<file path="src/rtl/i_bufds_bank.sv">
// Multi-channel differential input bank: per channel an I_BUF_DS, synchroniser,
// glitch filter, rise detector, 2-bit mode counter and registered combine stage.
module i_bufds_bank #(
  parameter int CHANNELS    = 4,
  parameter int SYNC_STAGES = 2,
  parameter int FILTER_LEN  = 3,
  parameter     SLEW_RATE   = "SLOW",
  parameter int DELAY       = 0
) (
  input  logic                  clk,
  input  logic                  rst_n,
  input  logic [CHANNELS-1:0]   oe,
  input  logic [CHANNELS-1:0]   I_P,
  input  logic [CHANNELS-1:0]   I_N,
  input  logic                  clr_mode,
  output logic [CHANNELS-1:0]   filtered,
  output logic [CHANNELS-1:0]   rise,
  output logic [2*CHANNELS-1:0] mode,
  output logic [CHANNELS-1:0]   buffered_output
);

  localparam int FCW = $clog2(FILTER_LEN + 1);
  localparam logic [FCW-1:0] FC_LAST = FCW'(FILTER_LEN - 1);

  for (genvar g = 0; g < CHANNELS; g++) begin : g_ch
    logic                   buf_o;
    logic                   raw;
    logic                   samp;
    logic [SYNC_STAGES-1:0] sync_d, sync_q;
    logic [FCW-1:0]         fc_d, fc_q;
    logic                   filt_d, filt_q;
    logic                   filt_dly_d, filt_dly_q;
    logic                   rise_d, rise_q;
    logic [1:0]             mode_d, mode_q;
    logic                   out_d, out_q;

    I_BUF_DS #(
      .SLEW_RATE (SLEW_RATE),
      .DELAY     (DELAY)
    ) u_buf (
      .I_P (I_P[g]),
      .I_N (I_N[g]),
      .OE  (oe[g]),
      .C   (clk),
      .O   (buf_o)
    );

    assign raw  = buf_o & oe[g];
    assign samp = sync_q[SYNC_STAGES-1];

    // Next-state logic: sync chain, filter, rise delay, mode counter, combine.
    always_comb begin
      sync_d = {sync_q[SYNC_STAGES-2:0], raw};
      fc_d   = fc_q;
      filt_d = filt_q;
      if (samp == filt_q) begin
        fc_d = '0;
      end else if (fc_q == FC_LAST) begin
        filt_d = samp;
        fc_d   = '0;
      end else begin
        fc_d = fc_q + FCW'(1);
      end

      // rise lags the accepted 0->1 of filtered by one cycle
      filt_dly_d = filt_q;
      rise_d     = filt_q & ~filt_dly_q;

      if (clr_mode) begin
        mode_d = 2'b00;
      end else if (rise_q && oe[g]) begin
        mode_d = mode_q + 2'b01;
      end else begin
        mode_d = mode_q;
      end

      case (mode_q)
        2'b00:   out_d = filt_q;
        2'b01:   out_d = filt_q & oe[g];
        2'b10:   out_d = filt_q | oe[g];
        2'b11:   out_d = filt_q ^ oe[g];
        default: out_d = 1'b0;
      endcase
    end

    // Channel state registers.
    always_ff @(posedge clk or negedge rst_n) begin
      if (!rst_n) begin
        sync_q     <= '0;
        fc_q       <= '0;
        filt_q     <= 1'b0;
        filt_dly_q <= 1'b0;
        rise_q     <= 1'b0;
        mode_q     <= 2'b00;
        out_q      <= 1'b0;
      end else begin
        sync_q     <= sync_d;
        fc_q       <= fc_d;
        filt_q     <= filt_d;
        filt_dly_q <= filt_dly_d;
        rise_q     <= rise_d;
        mode_q     <= mode_d;
        out_q      <= out_d;
      end
    end

    assign filtered[g]         = filt_q;
    assign rise[g]             = rise_q;
    assign mode[2*g +: 2]      = mode_q;
    assign buffered_output[g]  = out_q;
  end

endmodule

// Behavioural differential input buffer: drives 1 only for a valid P=1/N=0 pair
// while enabled; the clock and timing attributes do not affect the logic level.
module I_BUF_DS #(
  parameter     SLEW_RATE = "SLOW",
  parameter int DELAY     = 0
) (
  input  logic I_P,
  input  logic I_N,
  input  logic OE,
  input  logic C,
  output logic O
);

  logic unused_cfg;

  assign O          = OE & I_P & ~I_N;
  assign unused_cfg = C ^ (DELAY != 0) ^ (SLEW_RATE == "FAST");

endmodule

</file>
<file path="config.mk">
export PLATFORM = sky130hd
export DESIGN_NAME = i_bufds_bank
export DESIGN_NICKNAME = d
export VERILOG_FILES = /design/src/rtl/i_bufds_bank.sv
export SDC_FILE = /design/constraint.sdc
export NUM_CORES = 1
export LEC_CHECK = 0
export CORE_AREA = 4 4 95 97
export DETAILED_ROUTE_END_ITERATION = 8
export DIE_AREA = 0 0 99 101
export GPL_ROUTABILITY_DRIVEN = 0
export PLACE_DENSITY = 0.55
export SLEW_MARGIN = 20
export SYNTH_ARGS = -nofsm -noshare
export SYNTH_HDL_FRONTEND = slang
export SYNTH_HIERARCHICAL = 1
export SYNTH_SLANG_ARGS = --single-unit
export TNS_END_PERCENT = 10
</file>
<file path="constraint.sdc">
create_clock -name clk -period 1 [get_ports clk]
set_input_delay 0.1 -clock clk [delete_from_list [all_inputs] [get_ports clk]]
set_output_delay 0.1 -clock clk [all_outputs]
set_load 0.05 [all_outputs]
</file>
==> results of run 1 <==
[cell families (layout without fill, tap and decap cells)]
| kind of cell | count (synthesis) | after routing |
|---|---|---|
| mux | 4 | 4 |
| xor+xnor | 4 | 4 |
| buf+inv | 29 | 90 |
| fa+ha+maj | 24 | 24 |
| flops | 40 | 40 |
| simple gates | 40 | 40 |
| compound gates | 24 | 24 |
[sequential cells by signal, indices dropped and copies added, names as in the netlist]
register and count:
g_ch.fc_q 8, g_ch.filt_dly_d 4, g_ch.filt_dly_q 4, g_ch.mode_q 8
g_ch.out_q 4, g_ch.rise_q 4, g_ch.sync_q 8
[worst register-to-register path, stage by stage, from the launching register on]
cell	delay (ps)
sky130_fd_sc_hd__dfrtp_1	420
sky130_fd_sc_hd__inv_2	60
sky130_fd_sc_hd__ha_1	260
sky130_fd_sc_hd__nand2_1	40
sky130_fd_sc_hd__a32oi_1	200
[routing by layer]
metal  track usage (%)  routed length, um  vias up
met5                 0                  0        -
met4              2.21                  0        0
met3              2.70                174        0
met2              14.4               2040       25
met1              9.22               1540      654
li1                  -                  -      661
[repair_timing]
action / 4_1_cts / 5_1_grt
endpoints found under the hold margin: 40 / 0
hold buffers: 1 / 0
pin swaps: 1 / 5
gates resized for setup: 16 / 26
endpoints found under the setup margin: 28 / 34
cloned: 0 / 0
buffers inserted: 6 / 0
[worst paths after layout]
| check | to | from | slack [ps] |
|---|---|---|---|
| setup / recovery | filtered[1] | g_ch[1].filt_dly_d | -90 |
| hold / removal | g_ch[0].out_q | rst_n | 320 |
| setup reg to reg | g_ch[1].out_q | g_ch[1].filt_dly_d | -70 |
| hold reg to reg | g_ch[2].sync_q[1] | g_ch[2].sync_q[0] | 350 |
| max in group asynchronous | g_ch[3].mode_q[1] | rst_n | 470 |
| min in group clk | g_ch[2].sync_q[1] | g_ch[2].sync_q[0] | 350 |
[power by group through the flow]
stage	clock (mW)	sequential, mW	combinational (mW)
2_1_floorplan	0	1.70	0.103
3_3_place_gp	0	1.70	0.303
3_5_place_dp	0	1.70	0.304
4_1_cts	0.987	1.67	0.316
5_1_grt	1.07	1.68	0.359
6_report	0.921	1.67	0.327
[layout make-up]
type	instances	area share, %
sequential	40	32.4
multi-input combinational	96	31.0
timing repair buffer	69	28.3
tap	105	4.19
clock buffer	5	2.20
inverter	16	1.92
[stage by stage]
| step | cells | total power [mW] |
|---|---|---|
| 6_report | 331 | 2.92 |
| 5_1_grt | 331 | 3.10 |
| 4_1_cts | 331 | 2.97 |
| 3_5_place_dp | 319 | 2.01 |
| 3_3_place_gp | 319 | 2.00 |
| 2_1_floorplan | 165 | 1.80 |
[placed cells by master, fill, tap and decap left out, types with 5 or more instances in the layout]
cell | Yosys | final
sky130_fd_sc_hd__a21bo_2 | 8 | 8
sky130_fd_sc_hd__a21oi_1 | 12 | 9
sky130_fd_sc_hd__buf_12 | 0 | 22
sky130_fd_sc_hd__buf_4 | 12 | 16
sky130_fd_sc_hd__buf_6 | 0 | 16
sky130_fd_sc_hd__clkbuf_8 | 0 | 5
sky130_fd_sc_hd__clkdlybuf4s50_1 | 0 | 13
sky130_fd_sc_hd__dfrtp_1 | 40 | 28
sky130_fd_sc_hd__dfrtp_2 | 0 | 12
sky130_fd_sc_hd__ha_1 | 24 | 18
sky130_fd_sc_hd__inv_1 | 16 | 5
sky130_fd_sc_hd__inv_2 | 0 | 11
==> key figures, run 1 <==
Worst setup path
  • Arr. time, crit path: 990 ps
  • Cells along the critical path: buf_6 > buf_12
  • Req. time, crit path: 900 ps
  • Family with the most delay on the worst path: flip-flops
  • Element type at the critical path start: flop
  • R2R cell count: 4
  • Buffers & Inverters on Critical Path: 2
  • Stages on worst setup path: 2
  • Crit Path Class: flop to output port
  • Critical Path Sink Type: output port
  • Largest fanout on the critical path: 4
  • Critical Path Slowest Stage Cell: sky130_fd_sc_hd__dfrtp_1
  • Slowest stage delay, CP: 430 ps

Pwr
  • Static leakage: 1.40 nW
  • P_sw: 645 uW
  • Pint: 2.28 mW
  • Part of the total power dissipated in sequential elements: 57.3%
  • Power per cell area: 933 nW/um^2
  • Combinational Power Share: 11.2%
  • Max VDD drop: 335 uV
  • Switching share of power: 22.1%
  • Clock Power Share: 31.5%

Yosys
  • Synth top area cells: sky130_fd_sc_hd__dfrtp_1 (50%), sky130_fd_sc_hd__ha_1 (15%), sky130_fd_sc_hd__buf_4 (4.5%)
  • Predominant post-synthesis flop cell: sky130_fd_sc_hd__dfrtp_1
  • Post-synthesis compound-gate area fraction: 8.69%
  • Top cell type's share of synthesized area: 49.7%
  • Simple-gate area share of the yosys netlist: 14.4%
  • Proportion of synthesized area in mux cells: 2.98%
  • Post-Syn Nets: 204
  • Count of flip-flops with a built-in enable after synthesis: 0
  • Yosys cell types: 20
  • Flops & latches, synth: 40
  • Largest area contributor in the netlist: sky130_fd_sc_hd__dfrtp_1
  • Adder and majority gate portion of the synthesized area: 14.9%
  • Share of synthesized area occupied by flip-flops and latches: 49.7%
  • Count of yosys warnings during synthesis: 6
  • Most frequently used cell type in the post-synthesis netlist: sky130_fd_sc_hd__dfrtp_1
  • Area of the mapped netlist: 2020 um^2
  • Mapped Cells: 165
  • Largest family of logic cells by synthesized area: adder cells
  • Commonest cells in the synthesized netlist: sky130_fd_sc_hd__dfrtp_1 (40), sky130_fd_sc_hd__ha_1 (24), sky130_fd_sc_hd__inv_1 (16)
  • Share of flip-flops with an asynchronous set or reset after synthesis: 100%
  • Average footprint of a synthesized cell: 12.2 um^2
  • Xor/xnor share of the synthesized area: 1.74%

Floorplanning
  • X dimension of the die: 99 um
  • Die height: 101 um
  • Core region area: 8130 um^2
  • I/O pin total: 35
  • Count of standard-cell rows: 33
  • Die area: 10000 um^2
  • Effective utilization at floorplan: 24.8%

Clocking
  • Number of buffers on the longest clock path: 2
  • CTS buffer count: 5
  • Root buffer cell: sky130_fd_sc_hd__clkbuf_8
  • Clock tree from TritonCTS: yes
  • CTS H-tree lvls: 2
  • Worst skew pair latency: 270 ps
  • Clock slew at the register clock pins of the worst setup and hold paths: 70 ps
  • Clk sink count: 40

Timing
  • Final Max Tran Viols: 0
  • Worst relative slew slack: 84.6%
  • Final TNS setup: -1340 ps
  • Fin. Hold Viols: 0
  • Worst clock skew: 0.838 ps
  • Setup violators final: 21
  • Tightest hold margin: 318 ps
  • Achievable clock frequency: 0.914 GHz
  • Setup WS post-layout: -94.4 ps
  • Crit share post-route: 109%
  • Shortest period the worst path allows: 1090 ps
  • Setup repair after global routing missed its margin: true
  • Worst-margin pin slew: 230 ps

Detailed routing
  • Post-route DRC violation count: 0
  • Routed via count: 1340
  • DRC violation total after the first TritonRoute iteration: 7
  • Number of iterations in the first detailed-routing pass: 4
  • Detail-routed via count per cell: 4.05
  • Count of antenna-violating nets left after detailed routing: 0
  • Routed WL per cell: 11.4 um
  • Drt total wl: 3.76 mm

Place
  • Post-DP Area: 2830 um^2
  • Number of port buffers: 34
  • Detailed placer's ending HPWL: 2.71 mm
  • Worst setup slack after placement: -297 ps

Run status
  • Result of the run: finished with violations
  • Violated checks: setup timing

Finish
  • Area Growth Syn to Fin: 55.4%
  • Combined flip-flop and latch cell area: 1020 um^2
  • Combined area of the multi-input logic cells: 971 um^2
  • FILL cells: 781
  • Layout cell share with drive strength beyond 1: 52.7%
  • Design area: 3130 um^2
  • Core Util, Final: 38.5%
  • # diodes: 0
  • Final-stage net count: 267

Job
  • Max cap viols: 0

GRT
  • Global-route wire length before repair: 6.46 mm
  • Maximum number of pins on one net before global-route repair: 41
  • Number of antenna violations at the first check in global routing: 0
  • Via count of the first global-routing pass: 1450
  • Total global-route track usage: 8.08%
  • Overall overflow remaining after global route: 0

Worst hold path
  • Path class of the lowest-slack min-delay path: input port to asynchronous set/reset pin
Note: power is estimated with default switching activity, not from simulation.
==> inputs of run 2 (changes only) <==
--- a/config.mk
+++ b/config.mk
@@ -8,8 +8,9 @@
 export CORE_AREA = 4 4 95 97
 export DETAILED_ROUTE_END_ITERATION = 8
 export DIE_AREA = 0 0 99 101
+export DONT_BUFFER_PORTS = 1
 export GPL_ROUTABILITY_DRIVEN = 0
-export PLACE_DENSITY = 0.55
+export PLACE_DENSITY = 0.49
 export SLEW_MARGIN = 20
 export SYNTH_ARGS = -nofsm -noshare
 export SYNTH_HDL_FRONTEND = slang
==> run 2 against run 1 <==
  * Total power rose by 0.90%
  * First-iteration DRC count rose by 29%
  * Sequential share of layout area rose by 4.4 points
  * Register-to-register slack got worse by 30 ps
  * Via count fell by 5.4%
  * Routed wire length fell by 1.1%
  * Clock skew rose by 2.7 ps
  * Non-clock buffer count fell by 21
  * Largest cell class unchanged
  * The run ends with hold timing, setup timing left
  * Critical path type is now flop to flop
  * Combinational power fell by 46%
==> key figures, run 2 (synthesis results as in run 1) <==
Timing
  • Shortest period the worst path allows: 1100 ps
  • Achievable clock frequency: 0.909 GHz
  • Worst clock skew: 3.55 ps
  • Setup WS post-layout: -100 ps
  • Worst-margin pin slew: 248 ps
  • Worst relative slew slack: 83.5%
  • Fin. Hold Viols: 48
  • Setup violators final: 19
  • Tightest hold margin: -499 ps
  • Final Max Tran Viols: 0
  • Crit share post-route: 110%
  • Setup repair after global routing missed its margin: true

Clocking
  • Root buffer cell: sky130_fd_sc_hd__clkbuf_8
  • Quantity of hold-fixing buffers added after cts: 4
  • Clock tree from TritonCTS: yes
  • CTS H-tree lvls: 2
  • CTS buffer count: 5
  • Clock slew at the register clock pins of the worst setup and hold paths: 80 ps
  • Worst skew pair latency: 280 ps
  • Clk sink count: 40
  • Number of buffers on the longest clock path: 2

Finish
  • Layout cell share with drive strength beyond 1: 53.4%
  • Regs by FF count: g_ch.fc_q x8, g_ch.mode_q x8, g_ch.sync_q x8
  • Final-stage net count: 246
  • FILL cells: 794
  • # diodes: 0
  • Commonest cells after routing, fill and taps aside: sky130_fd_sc_hd__dfrtp_1 (26), sky130_fd_sc_hd__buf_4 (23), sky130_fd_sc_hd__buf_6 (19), sky130_fd_sc_hd__ha_1 (17), sky130_fd_sc_hd__dfrtp_2 (14)
  • Final cell count without fillers: 313
  • Most common library cell in the layout ignoring fill and taps: sky130_fd_sc_hd__dfrtp_1
  • Area Growth Syn to Fin: 37.3%

Pwr
  • Static leakage: 1.27 nW
  • Power Total: 2.95 mW
  • Power per cell area: 1070 nW/um^2
  • Max VDD drop: 465 uV

Worst setup path
  • R2R cell count: 5
  • RR Startpoint: g_ch[3].mode_q[0]
  • Cells along the critical path: buf_6 > inv_6 > ha_4 > nand3_1 > a21oi_1
  • Element type at the critical path start: flop
  • Critical Path Sink Type: flop
  • Crit Path Class: flop to flop
  • Largest fanout on the critical path: 5
  • Register-to-register setup slack: -100 ps
  • Buffers & Inverters on Critical Path: 2
  • Arr. time, crit path: 1310 ps
  • Crit path from: g_ch[3].mode_q[0]
  • Family with the most delay on the worst path: flip-flops
  • Slowest stage delay, CP: 430 ps
  • Reg-to-reg critical path endpoint: g_ch[3].mode_q[1]
  • Req. time, crit path: 1210 ps
  • Critical Path Slowest Stage Cell: sky130_fd_sc_hd__dfrtp_2

Floorplanning
  • Effective utilization at floorplan: 24.8%
  • X dimension of the die: 99 um
  • Core region area: 8130 um^2
  • Die area: 10000 um^2
  • Die height: 101 um
  • Count of standard-cell rows: 33
  • I/O pin total: 35

Run status
  • Violated checks: hold timing, setup timing
  • Result of the run: finished with violations

Detailed routing
  • Drt total wl: 3.72 mm
  • Number of iterations in the first detailed-routing pass: 3
  • DRC violation total after the first TritonRoute iteration: 9
  • Post-route DRC violation count: 0
  • Detail-routed via count per cell: 4.05
  • Routed WL per cell: 11.9 um
  • Count of antenna-violating nets left after detailed routing: 0
  • Routed via count: 1267

GRT
  • Global-route wire length before repair: 6.29 mm
  • Via count of the first global-routing pass: 1328
  • Overall overflow remaining after global route: 0
  • Maximum number of pins on one net before global-route repair: 41
  • Number of antenna violations at the first check in global routing: 0
  • Total global-route track usage: 7.89%

Place
  • Number of port buffers: 0
  • Detailed placer's ending HPWL: 2.50 mm
  • Worst setup slack after placement: -76.2 ps
  • Placed cell count: 293

Job
  • Max cap viols: 0

Worst hold path
  • Path class of the lowest-slack min-delay path: input port to asynchronous set/reset pin
[run 2: layout make-up]
| class | instances | area (um^2) | area share, % |
|---|---|---|---|
| flip-flops and latches | 40 | 1020 | 36.8 |
| multi-input cells | 96 | 1000 | 36.3 |
| repair buffers | 48 | 457 | 16.5 |
| well taps | 105 | 131 | 4.75 |
| clock buffers | 8 | 90.1 | 3.25 |
| inverters | 16 | 67.6 | 2.44 |
[run 2: metrics by stage]
stage / instance area (um^2) / hold WS [ps] / TNS (ps) / util (%)
4_1_cts: 2610 / -513 / -1570 / 32.1
6_report: 2770 / -499 / -1080 / 34.0
3_5_place_dp: 2330 / -195 / -191 / 28.7
3_3_place_gp: 2330 / -195 / -18.4 / 28.7
2_1_floorplan: 2030 / -196 / -973 / -
5_1_grt: 2770 / -516 / -2210 / 34.0
[run 2: worst max path at each step]
stage | depth (start not counted) | slack (ps) | end
after global placement | 4 | -20 | g_ch[1].out_q
after detailed placement | 4 | -80 | g_ch[1].out_q
after global routing | 5 | -150 | g_ch[3].mode_q[1]
after CTS | 5 | -110 | g_ch[3].out_q
after floorplan | 4 | -120 | g_ch[0].out_q
final | 5 | -100 | g_ch[3].mode_q[1]
[run 2: where the power goes]
group,switching [mW],internal (mW)
clock network,0.536,0.563
logic,0.0861,0.0887
registers,0.0280,1.65
total,0.651,2.30
[run 2: routing by layer]
metal  vias up  track usage (%)  share of wire (%)
met3         2             2.77                5.2
li1        619                -                  -
met2        28             12.4                 47
met4         0             1.89               0.51
met5         -                0                  0
met1       618             10.4                 47
[run 2: timing repair]
item	4_1_cts	5_1_grt
setup buffers	8	0
pin swaps	4	7
setup endpoints to repair	25	31
gates resized for setup	22	35
cloned	0	0
hold endpoints to repair	52	48
==> inputs of run 3 (changes only) <==
--- a/config.mk
+++ b/config.mk
@@ -5,6 +5,7 @@
 export SDC_FILE = /design/constraint.sdc
 export NUM_CORES = 1
 export LEC_CHECK = 0
+export CAP_MARGIN = 15
 export CORE_AREA = 4 4 95 97
 export DETAILED_ROUTE_END_ITERATION = 8
 export DIE_AREA = 0 0 99 101
==> results of run 3 <==
Same layout as run 2: the final DEF is identical, and so are final timing and power.
